[config.mk]
export PLATFORM = sky130hd
export DESIGN_NAME = axi_lite_master_flat
export DESIGN_NICKNAME = d
export VERILOG_FILES = /design/src/rtl/axi_lite_master_if.sv /design/src/rtl/axi_lite_master.sv /design/src/flat_wrapper.sv
export SDC_FILE = /design/constraint.sdc
export NUM_CORES = 1
export LEC_CHECK = 0
export ABC_AREA = 1
export CAP_MARGIN = 10
export CELL_PAD_IN_SITES_DETAIL_PLACEMENT = 1
export CELL_PAD_IN_SITES_GLOBAL_PLACEMENT = 1
export CORE_MARGIN = 1.5
export CORE_UTILIZATION = 31
export CTS_CLUSTER_SIZE = 20
export DETAILED_ROUTE_END_ITERATION = 10
export MAX_ROUTING_LAYER = met4
export PLACE_DENSITY = 0.95
export RECOVER_POWER = 100
export SLEW_MARGIN = 30
export SYNTH_ARGS = -nofsm -noshare
export SYNTH_HDL_FRONTEND = slang
export SYNTH_SLANG_ARGS = --single-unit
[constraint.sdc]
create_clock -name clk -period 3.8 [get_ports clk]
set_input_delay 0.76 -clock clk [delete_from_list [all_inputs] [get_ports clk]]
set_output_delay 0.76 -clock clk [all_outputs]
set_load 0.01 [all_outputs]
[src/rtl/axi_lite_master_if.sv]
// rtl/axi_lite_master_if.sv - command/response and AXI-lite channel bundle for axi_lite_master
// The master modport is the initiator side; slave is the controller plus AXI slave side.
interface axi_lite_master_if #(
  parameter int DATA_WD = 32,
  parameter int ADDR_WD = 8
);
  logic               cmd_valid;
  logic               cmd_ready;
  logic               cmd_write;
  logic [ADDR_WD-1:0] cmd_addr;
  logic [DATA_WD-1:0] cmd_wdata;

  logic               rsp_valid;
  logic               rsp_ready;
  logic               rsp_write;
  logic [DATA_WD-1:0] rsp_rdata;
  logic [1:0]         rsp_resp;

  logic [ADDR_WD-1:0] awaddr;
  logic               awvalid;
  logic               awready;
  logic [DATA_WD-1:0] wdata;
  logic               wvalid;
  logic               wready;
  logic [1:0]         bresp;
  logic               bvalid;
  logic               bready;
  logic [ADDR_WD-1:0] araddr;
  logic               arvalid;
  logic               arready;
  logic [DATA_WD-1:0] rdata;
  logic [1:0]         rresp;
  logic               rvalid;
  logic               rready;

  modport master (
    input  cmd_valid, cmd_write, cmd_addr, cmd_wdata,
    output cmd_ready,
    output rsp_valid, rsp_write, rsp_rdata, rsp_resp,
    input  rsp_ready,
    output awaddr, awvalid,
    input  awready,
    output wdata, wvalid,
    input  wready,
    input  bresp, bvalid,
    output bready,
    output araddr, arvalid,
    input  arready,
    input  rdata, rresp, rvalid,
    output rready
  );

  modport slave (
    output cmd_valid, cmd_write, cmd_addr, cmd_wdata,
    input  cmd_ready,
    input  rsp_valid, rsp_write, rsp_rdata, rsp_resp,
    output rsp_ready,
    input  awaddr, awvalid,
    output awready,
    input  wdata, wvalid,
    output wready,
    output bresp, bvalid,
    input  bready,
    input  araddr, arvalid,
    output arready,
    output rdata, rresp, rvalid,
    input  rready
  );
endinterface

[src/rtl/axi_lite_master.sv]
// rtl/axi_lite_master.sv - single-outstanding AXI-lite initiator behind a command/response port
// One command in flight; AW/W complete independently before the B phase is opened.
module axi_lite_master #(
  parameter int DATA_WD = 32,
  parameter int ADDR_WD = 8
) (
  input  logic               clk,
  input  logic               rstn,
  axi_lite_master_if.master  bus
);
  typedef enum logic [2:0] {
    S_IDLE,
    S_WADDR,
    S_WRESP,
    S_RADDR,
    S_RDATA,
    S_RESP
  } state_t;

  state_t             state_q, state_d;
  logic               awvalid_q, awvalid_d;
  logic               wvalid_q, wvalid_d;
  logic               arvalid_q, arvalid_d;
  logic [ADDR_WD-1:0] awaddr_q, awaddr_d;
  logic [ADDR_WD-1:0] araddr_q, araddr_d;
  logic [DATA_WD-1:0] wdata_q, wdata_d;
  logic [DATA_WD-1:0] rsp_rdata_q, rsp_rdata_d;
  logic [1:0]         rsp_resp_q, rsp_resp_d;
  logic               rsp_write_q, rsp_write_d;
  logic               aw_done, w_done;

  always_ff @(posedge clk or negedge rstn) begin
    if (!rstn) begin
      state_q     <= S_IDLE;
      awvalid_q   <= 1'b0;
      wvalid_q    <= 1'b0;
      arvalid_q   <= 1'b0;
      awaddr_q    <= '0;
      araddr_q    <= '0;
      wdata_q     <= '0;
      rsp_rdata_q <= '0;
      rsp_resp_q  <= 2'b00;
      rsp_write_q <= 1'b0;
    end else begin
      state_q     <= state_d;
      awvalid_q   <= awvalid_d;
      wvalid_q    <= wvalid_d;
      arvalid_q   <= arvalid_d;
      awaddr_q    <= awaddr_d;
      araddr_q    <= araddr_d;
      wdata_q     <= wdata_d;
      rsp_rdata_q <= rsp_rdata_d;
      rsp_resp_q  <= rsp_resp_d;
      rsp_write_q <= rsp_write_d;
    end
  end

  always_comb begin
    state_d     = state_q;
    awvalid_d   = awvalid_q;
    wvalid_d    = wvalid_q;
    arvalid_d   = arvalid_q;
    awaddr_d    = awaddr_q;
    araddr_d    = araddr_q;
    wdata_d     = wdata_q;
    rsp_rdata_d = rsp_rdata_q;
    rsp_resp_d  = rsp_resp_q;
    rsp_write_d = rsp_write_q;
    aw_done     = 1'b0;
    w_done      = 1'b0;

    case (state_q)
      S_IDLE: begin
        if (bus.cmd_valid) begin
          if (bus.cmd_write) begin
            awaddr_d  = bus.cmd_addr;
            wdata_d   = bus.cmd_wdata;
            awvalid_d = 1'b1;
            wvalid_d  = 1'b1;
            state_d   = S_WADDR;
          end else begin
            araddr_d  = bus.cmd_addr;
            arvalid_d = 1'b1;
            state_d   = S_RADDR;
          end
        end
      end
      S_WADDR: begin
        // A channel whose valid is already low has completed its handshake.
        if (awvalid_q && bus.awready) awvalid_d = 1'b0;
        if (wvalid_q && bus.wready)   wvalid_d  = 1'b0;
        aw_done = !awvalid_d;
        w_done  = !wvalid_d;
        if (aw_done && w_done) state_d = S_WRESP;
      end
      S_WRESP: begin
        if (bus.bvalid) begin
          rsp_resp_d  = bus.bresp;
          rsp_rdata_d = '0;
          rsp_write_d = 1'b1;
          state_d     = S_RESP;
        end
      end
      S_RADDR: begin
        if (arvalid_q && bus.arready) begin
          arvalid_d = 1'b0;
          state_d   = S_RDATA;
        end
      end
      S_RDATA: begin
        if (bus.rvalid) begin
          rsp_rdata_d = bus.rdata;
          rsp_resp_d  = bus.rresp;
          rsp_write_d = 1'b0;
          state_d     = S_RESP;
        end
      end
      S_RESP: begin
        if (bus.rsp_ready) state_d = S_IDLE;
      end
      default: state_d = S_IDLE;
    endcase
  end

  assign bus.cmd_ready = (state_q == S_IDLE);
  assign bus.bready    = (state_q == S_WRESP);
  assign bus.rready    = (state_q == S_RDATA);
  assign bus.rsp_valid = (state_q == S_RESP);
  assign bus.rsp_rdata = rsp_rdata_q;
  assign bus.rsp_resp  = rsp_resp_q;
  assign bus.rsp_write = rsp_write_q;
  assign bus.awaddr    = awaddr_q;
  assign bus.awvalid   = awvalid_q;
  assign bus.wdata     = wdata_q;
  assign bus.wvalid    = wvalid_q;
  assign bus.araddr    = araddr_q;
  assign bus.arvalid   = arvalid_q;
endmodule

[src/flat_wrapper.sv]
// flat-port wrapper written by rule: the top's interface ports become plain ports
module axi_lite_master_flat 
#(
  parameter int DATA_WD = 32,
  parameter int ADDR_WD = 8
)
  (clk, rstn, bus_cmd_valid, bus_cmd_write, bus_cmd_addr, bus_cmd_wdata, bus_cmd_ready, bus_rsp_valid, bus_rsp_write, bus_rsp_rdata, bus_rsp_resp, bus_rsp_ready, bus_awaddr, bus_awvalid, bus_awready, bus_wdata, bus_wvalid, bus_wready, bus_bresp, bus_bvalid, bus_bready, bus_araddr, bus_arvalid, bus_arready, bus_rdata, bus_rresp, bus_rvalid, bus_rready);
  axi_lite_master_if #(.DATA_WD(DATA_WD), .ADDR_WD(ADDR_WD)) bus_i ();
  input  logic clk;
  input  logic rstn;
  input wire logic [$bits(bus_i.cmd_valid)-1:0] bus_cmd_valid;
  input wire logic [$bits(bus_i.cmd_write)-1:0] bus_cmd_write;
  input wire logic [$bits(bus_i.cmd_addr)-1:0] bus_cmd_addr;
  input wire logic [$bits(bus_i.cmd_wdata)-1:0] bus_cmd_wdata;
  output wire logic [$bits(bus_i.cmd_ready)-1:0] bus_cmd_ready;
  output wire logic [$bits(bus_i.rsp_valid)-1:0] bus_rsp_valid;
  output wire logic [$bits(bus_i.rsp_write)-1:0] bus_rsp_write;
  output wire logic [$bits(bus_i.rsp_rdata)-1:0] bus_rsp_rdata;
  output wire logic [$bits(bus_i.rsp_resp)-1:0] bus_rsp_resp;
  input wire logic [$bits(bus_i.rsp_ready)-1:0] bus_rsp_ready;
  output wire logic [$bits(bus_i.awaddr)-1:0] bus_awaddr;
  output wire logic [$bits(bus_i.awvalid)-1:0] bus_awvalid;
  input wire logic [$bits(bus_i.awready)-1:0] bus_awready;
  output wire logic [$bits(bus_i.wdata)-1:0] bus_wdata;
  output wire logic [$bits(bus_i.wvalid)-1:0] bus_wvalid;
  input wire logic [$bits(bus_i.wready)-1:0] bus_wready;
  input wire logic [$bits(bus_i.bresp)-1:0] bus_bresp;
  input wire logic [$bits(bus_i.bvalid)-1:0] bus_bvalid;
  output wire logic [$bits(bus_i.bready)-1:0] bus_bready;
  output wire logic [$bits(bus_i.araddr)-1:0] bus_araddr;
  output wire logic [$bits(bus_i.arvalid)-1:0] bus_arvalid;
  input wire logic [$bits(bus_i.arready)-1:0] bus_arready;
  input wire logic [$bits(bus_i.rdata)-1:0] bus_rdata;
  input wire logic [$bits(bus_i.rresp)-1:0] bus_rresp;
  input wire logic [$bits(bus_i.rvalid)-1:0] bus_rvalid;
  output wire logic [$bits(bus_i.rready)-1:0] bus_rready;
  assign bus_i.cmd_valid = bus_cmd_valid;
  assign bus_i.cmd_write = bus_cmd_write;
  assign bus_i.cmd_addr = bus_cmd_addr;
  assign bus_i.cmd_wdata = bus_cmd_wdata;
  assign bus_cmd_ready = bus_i.cmd_ready;
  assign bus_rsp_valid = bus_i.rsp_valid;
  assign bus_rsp_write = bus_i.rsp_write;
  assign bus_rsp_rdata = bus_i.rsp_rdata;
  assign bus_rsp_resp = bus_i.rsp_resp;
  assign bus_i.rsp_ready = bus_rsp_ready;
  assign bus_awaddr = bus_i.awaddr;
  assign bus_awvalid = bus_i.awvalid;
  assign bus_i.awready = bus_awready;
  assign bus_wdata = bus_i.wdata;
  assign bus_wvalid = bus_i.wvalid;
  assign bus_i.wready = bus_wready;
  assign bus_i.bresp = bus_bresp;
  assign bus_i.bvalid = bus_bvalid;
  assign bus_bready = bus_i.bready;
  assign bus_araddr = bus_i.araddr;
  assign bus_arvalid = bus_i.arvalid;
  assign bus_i.arready = bus_arready;
  assign bus_i.rdata = bus_rdata;
  assign bus_i.rresp = bus_rresp;
  assign bus_i.rvalid = bus_rvalid;
  assign bus_rready = bus_i.rready;
  axi_lite_master #(.DATA_WD(DATA_WD), .ADDR_WD(ADDR_WD)) u_core (.clk(clk), .rstn(rstn), .bus(bus_i));
endmodule
==> results of run 1 <==
## layer usage
metal  vias to the layer above  share of wire (%)  wire (µm)  GRT usage, %
met1                      1620                 43       4750          22.3
met3                        19                5.5        608          3.65
li1                       1604                  -          -             -
met5                         -                  0          0             -
met2                       132                 50       5590          31.5
met4                         0                1.9        208          6.08
## cell families (layout without fill, tap and decap cells)
family / after synthesis / in the layout / synth area share, %
flops: 89 / 89 / 61.2
compound gates: 7 / 7 / 1.10
simple gates: 294 / 294 / 32.0
buf+inv: 32 / 209 / 5.77
## worst register-to-register path, delay by kind of cell, from the launching register on
kind	cells	cell delay, ns
simple gates	6	1.25
flops	1	0.46
buf+inv	2	0.44
## cell type report
type	count	area, µm²
sequential	89	2230
tap	143	179
timing repair buffer	176	1750
clock buffer	12	267
multi-input combinational	301	1170
inverter	17	66.3
fill	1347	5710
clock inverter	4	48.8
## state kept, by name, summed over array words and instances (netlist names)
name,flops
u_core.bus.araddr,8
u_core.bus.rsp_write,1
u_core.bus.wvalid,1
u_core.bus.awvalid,1
u_core.bus.awaddr,8
u_core.state_q,3
u_core.bus.rsp_resp,2
u_core.bus.arvalid,1
u_core.bus.rsp_rdata,32
u_core.bus.wdata,32
## through the flow
step / utilization, % / total power [µW] / worst slack, ns / cells
5_1_grt: 50.0 / 4570 / 0.929 / 742
2_1_floorplan: - / 2450 / 2.17 / 422
6_report: 50.0 / 4280 / 1.07 / 742
3_3_place_gp: 47.6 / 3480 / 1.36 / 726
3_5_place_dp: 47.6 / 3600 / 1.22 / 726
4_1_cts: 50.4 / 4550 / 1.25 / 742
## cell usage after synthesis (all sizes together)
library cell	instances
nand3	5
dfrtp	89
nand2	272
buf	15
or2	2
o211ai	2
a21oi	2
inv	17
o21ai	3
nor2	10
nand3b	1
nor3	3
and2	1
## worst max path at each step
stage,start,endpoint,slack [ns],depth (start not counted)
floorplan,bus_cmd_valid,u_core.bus.awaddr[0],2.17,6
global placement,bus_cmd_valid,u_core.bus.awaddr[6],1.36,7
detailed placement,bus_cmd_write,u_core.bus.wdata[21],1.22,7
finish,u_core.state_q[0],bus_rready,1.07,4
global route,u_core.state_q[0],bus_rready,0.93,4
CTS,u_core.state_q[0],bus_rready,1.25,4
## report_power, final
| group | internal, µW | total, µW | switching [µW] |
|---|---|---|---|
| clock network | 564 | 915 | 351 |
| registers | 1370 | 1630 | 257 |
| logic | 838 | 1740 | 901 |
==> out/metrics.cfg, run 1 <==
[timing]
finalCritPeriodShare_pct = 71.8
slew_headroom_pct = -45.8
period_needed_ns = 2.73
tns_ns = 0
finalHoldViolations = 0
rsz0062_at_grt = false
tightestPinTransition_ns = 2.19
drv_slew = 90
max_freq_mhz = 367
holdWs_ns = 0.465
setup_viol = 0
fin_skew_ns = 0.00925

[synthesis]
syn_inst = 422
synth_largest_area_cell = dfrtp_1
syn-num-nets = 508
netlist_top_cells_area = dfrtp_1, nand2_1, buf_6
syn_area_mm2 = 0.00364
ys_seq_elements = 89
netlist.area_leader.share_pct = 61.2
synth.yosys.seq_area_share_pct = 61.2
yosysUniqueCellTypes = 20
synth_area_per_cell_um2 = 8.63
yosysWarnings = 0

[finish]
final_area_mm2 = 0.00571
drive_gt1_share_pct = 3.84
antenna_cells = 0
synthToLayoutAreaGrowth_pct = 56.9
final_net_count = 680
final_common_cell = nand2_1
final_cell_mix = nand2_1, dlygate4sd3_1, dfrtp_1, clkdlybuf4s50_1, inv_1

[floorplanning]
die_area_mm2 = 0.0124
die_h_um = 111
core_area_mm2 = 0.0114
die_x_um = 111
io_pins = 176
num_rows = 39
start_util_pct = 31.9

[cts]
cts_buffer_depth = 2
ctsHtreeMaxLevel = 3
path_clk_slew_ns = 0.06
hold_buffers = 0
cts_resized = 0
root_buffer = clkbuf_16
insertion_delay_ns = 0.33
cts_tree = built
post_cts_buffers = 0
cts_sinks = 89
cts_buffers = 9

[min_path]
worstHoldStart = u_core.bus.wdata[4]
min_path_cells = 2
hold_path_end = u_core.bus.wdata[4]
hold_class = reg2reg

[worst_setup_path]
timing.reg2reg.setup_slack_ns = 1.55
rr_endpoint = u_core.bus.araddr[2]
required_ns = 3.04
start_kind = flip-flop
crit_buf_inv = 2
cp_slowest_cell = dlygate4sd3_1
path_cells = nor2_1 > nand2_1 > inv_1 > dlygate4sd3_1
crit_family = buffers and inverters
crit_fanout = 7
critical_path.max_stage_delay_ns = 0.64
end_kind = output port
path_class = reg2out
critical_path_arrival_ns = 1.97
reg2reg_from = u_core.state_q[0]
reg2reg_depth = 8

[global_routing]
grt_overflow = 0
grt_antenna_before_repair = 0
grt_max_degree = 90
grt_pass1_wl_um = 17900
track_usage_pct = 18.6
grt_pass1_vias = 3608

[place]
hpwl_um = 8320
port_buffers = 175
gp_congestion = 0.801
place_area_mm2 = 0.00544

[drt]
drt_iter0_markers = 189
wl_per_cell_um = 15.0
firstDrtPassIters = 4
ant_nets = 0
drc_errors = 0
vias = 3375
routed_wirelength_um = 11200
vias_per_cell = 4.55

[outcome]
status = finished with violations
violations = max-capacitance violations, max-slew violations

[run]
cap_violations = 1

[pwr]
power_density_mw_per_mm2 = 749
power.leakage_uw = 0.00302
peakVddDrop_v = 0.000308

Power figures use the tool's default switching activity.
==> run 2: changes to the inputs <==
--- a/config.mk
+++ b/config.mk
@@ -10,11 +10,11 @@
 export CELL_PAD_IN_SITES_DETAIL_PLACEMENT = 1
 export CELL_PAD_IN_SITES_GLOBAL_PLACEMENT = 1
 export CORE_MARGIN = 1.5
-export CORE_UTILIZATION = 31
+export CORE_UTILIZATION = 26
 export CTS_CLUSTER_SIZE = 20
 export DETAILED_ROUTE_END_ITERATION = 10
 export MAX_ROUTING_LAYER = met4
-export PLACE_DENSITY = 0.95
+export PLACE_DENSITY = 0.86
 export RECOVER_POWER = 100
 export SLEW_MARGIN = 30
 export SYNTH_ARGS = -nofsm -noshare
==> constraint.sdc (replaced) <==
create_clock -name clk -period 2.5 [get_ports clk]
set_input_delay 0.5 -clock clk [delete_from_list [all_inputs] [get_ports clk]]
set_output_delay 0.5 -clock clk [all_outputs]
set_load 0.01 [all_outputs]
==> out/metrics.cfg, run 2 (synthesis gave the netlist of run 1 again) <==
[finish]
post-route-util_pct = 41.7  ; was 50.0%
final_common_cell = nand2_1  ; unchanged
final_cell_mix = nand2_1, dlygate4sd3_1, dfrtp_1, clkdlybuf4s50_1, inv_1  ; unchanged
final_net_count = 682  ; was 680
synthToLayoutAreaGrowth_pct = 57.7  ; was 56.9%
antenna_cells = 0  ; unchanged
drive_gt1_share_pct = 4.17  ; was 3.84%

[pwr]
finalPower_uw = 6390  ; was 4280 µW
peakVddDrop_v = 0.000395  ; was 0.000308 V
power.leakage_uw = 0.00300  ; was 0.00302 µW
power_density_mw_per_mm2 = 1110  ; was 749 mW/mm²

[cts]
path_clk_slew_ns = 0.06  ; about the same
insertion_delay_ns = 0.34  ; was 0.33 ns
ctsHtreeMaxLevel = 3  ; unchanged
cts_buffer_depth = 2  ; unchanged
post_cts_buffers = 0  ; unchanged
cts_sinks = 89  ; unchanged
root_buffer = clkbuf_16  ; unchanged
cts_tree = built  ; unchanged
hold_buffers = 0  ; unchanged
cts_buffers = 9  ; unchanged
cts_resized = 0  ; unchanged

[global_routing]
grt_overflow = 0  ; unchanged
grt_max_degree = 55  ; was 90
track_usage_pct = 16.6  ; was 18.6%
grt_pass1_wl_um = 18500  ; was 17900 µm
grt_antenna_before_repair = 0  ; unchanged
grt_pass1_vias = 3760  ; was 3608

[timing]
slew_headroom_pct = 34.7  ; was -45.8%
finalHoldViolations = 0  ; unchanged
finalCritPeriodShare_pct = 91.1
drv_slew = 0  ; was 90
setup_viol = 0  ; unchanged
rsz0062_at_grt = false  ; unchanged
tightestPinTransition_ns = 0.978  ; was 2.19 ns
period_needed_ns = 2.28
max_freq_mhz = 439
tns_ns = 0  ; unchanged
fin_skew_ns = 0.00692  ; was 0.00925 ns

[drt]
firstDrtPassIters = 4  ; unchanged
vias = 3342  ; was 3375
vias_per_cell = 4.28  ; was 4.55
ant_nets = 0  ; unchanged
routed_wirelength_um = 11400  ; was 11200 µm
drc_errors = 0  ; unchanged
drt_iter0_markers = 87  ; was 189
wl_per_cell_um = 14.6  ; was 15.0 µm

[floorplanning]
die_area_mm2 = 0.0147  ; was 0.0124 mm²
die_h_um = 121  ; was 111 µm
core_area_mm2 = 0.0138  ; was 0.0114 mm²
num_rows = 43  ; was 39
io_pins = 176  ; unchanged
start_util_pct = 26.4  ; was 31.9%
die_x_um = 121  ; was 111 µm

[worst_setup_path]
crit_fanout = 5  ; was 7
cp_slowest_cell = dlygate4sd3_1  ; unchanged
critical_path_arrival_ns = 1.78  ; was 1.97 ns
crit_family = buffers and inverters  ; unchanged
path_cells = inv_1 > nand2_1 > nor2_1 > dlygate4sd3_1  ; was nor2_1 > nand2_1 > inv_1 > dlygate4sd3_1
critical_path.max_stage_delay_ns = 0.62  ; was 0.64 ns
crit_buf_inv = 2  ; unchanged
path_class = reg2out  ; unchanged
start_kind = flip-flop  ; unchanged
required_ns = 2.00  ; was 3.04 ns
end_kind = output port  ; unchanged

[min_path]
hold_class = in2async  ; was reg2reg

[place]
gp_congestion = 0.759  ; was 0.801
port_buffers = 175  ; unchanged
hpwl_um = 8670  ; was 8320 µm

[outcome]
status = finished clean  ; was finished with violations

[run]
cap_violations = 0  ; was 1

## run 2: where the power goes
group,switching (µW),leakage [µW],internal (µW)
sequential,389,0.00113,2080
combinational,1360,0.00173,1280
clock,530,0.000138,748
## run 2: path summary, 6_finish.rpt
path / from / to / slack, ns / cells past startpoint
worst max register to register: u_core.state_q[0] / u_core.bus.araddr[3] / 0.46 / 8
worst min register to register: u_core.bus.rsp_rdata[19] / u_core.bus.rsp_rdata[19] / 0.47 / 2
max in group asynchronous: rstn / u_core.bus.wdata[5] / 0.84 / 2
min in group clk: u_core.bus.rsp_rdata[19] / u_core.bus.rsp_rdata[19] / 0.47 / 2
worst min-delay path: rstn / u_core.bus.rsp_rdata[8] / 0.29 / 1
worst max-delay path: u_core.state_q[1] / bus_rsp_valid / 0.22 / 4
## run 2: routing by layer
metal	wire length [µm]	track usage [%]
met1	4870	19.8
met2	5640	27.7
met3	737	3.90
met4	152	5.74
met5	0	-
## run 2: layout make-up
class	instances	area [µm²]
clock buffers	13	270
clock inverters	2	12.5
fillers	1612	8030
inverters	17	63.8
multi-input cells	301	1180
flip-flops and latches	89	2230
well taps	180	225
repair buffers	178	1770
## run 2: stage by stage
stage                     std cells  area (µm²)  setup slack (ns)  hold WS [ns]
after floorplan                 422        3640              1.11         0.204
after global routing            780        5740             0.109         0.380
after detailed placement        765        5510             0.555         0.462
after global placement          765        5510             0.616         0.454
final                           780        5740             0.223         0.292
after CTS                       780        5790             0.199         0.132
## run 2: worst reg2reg max path: cells and delay by family (launching register included)
family | cells | cell delay (ns)
buf+inv | 2 | 0.41
simple gates | 6 | 1.05
flops | 1 | 0.47
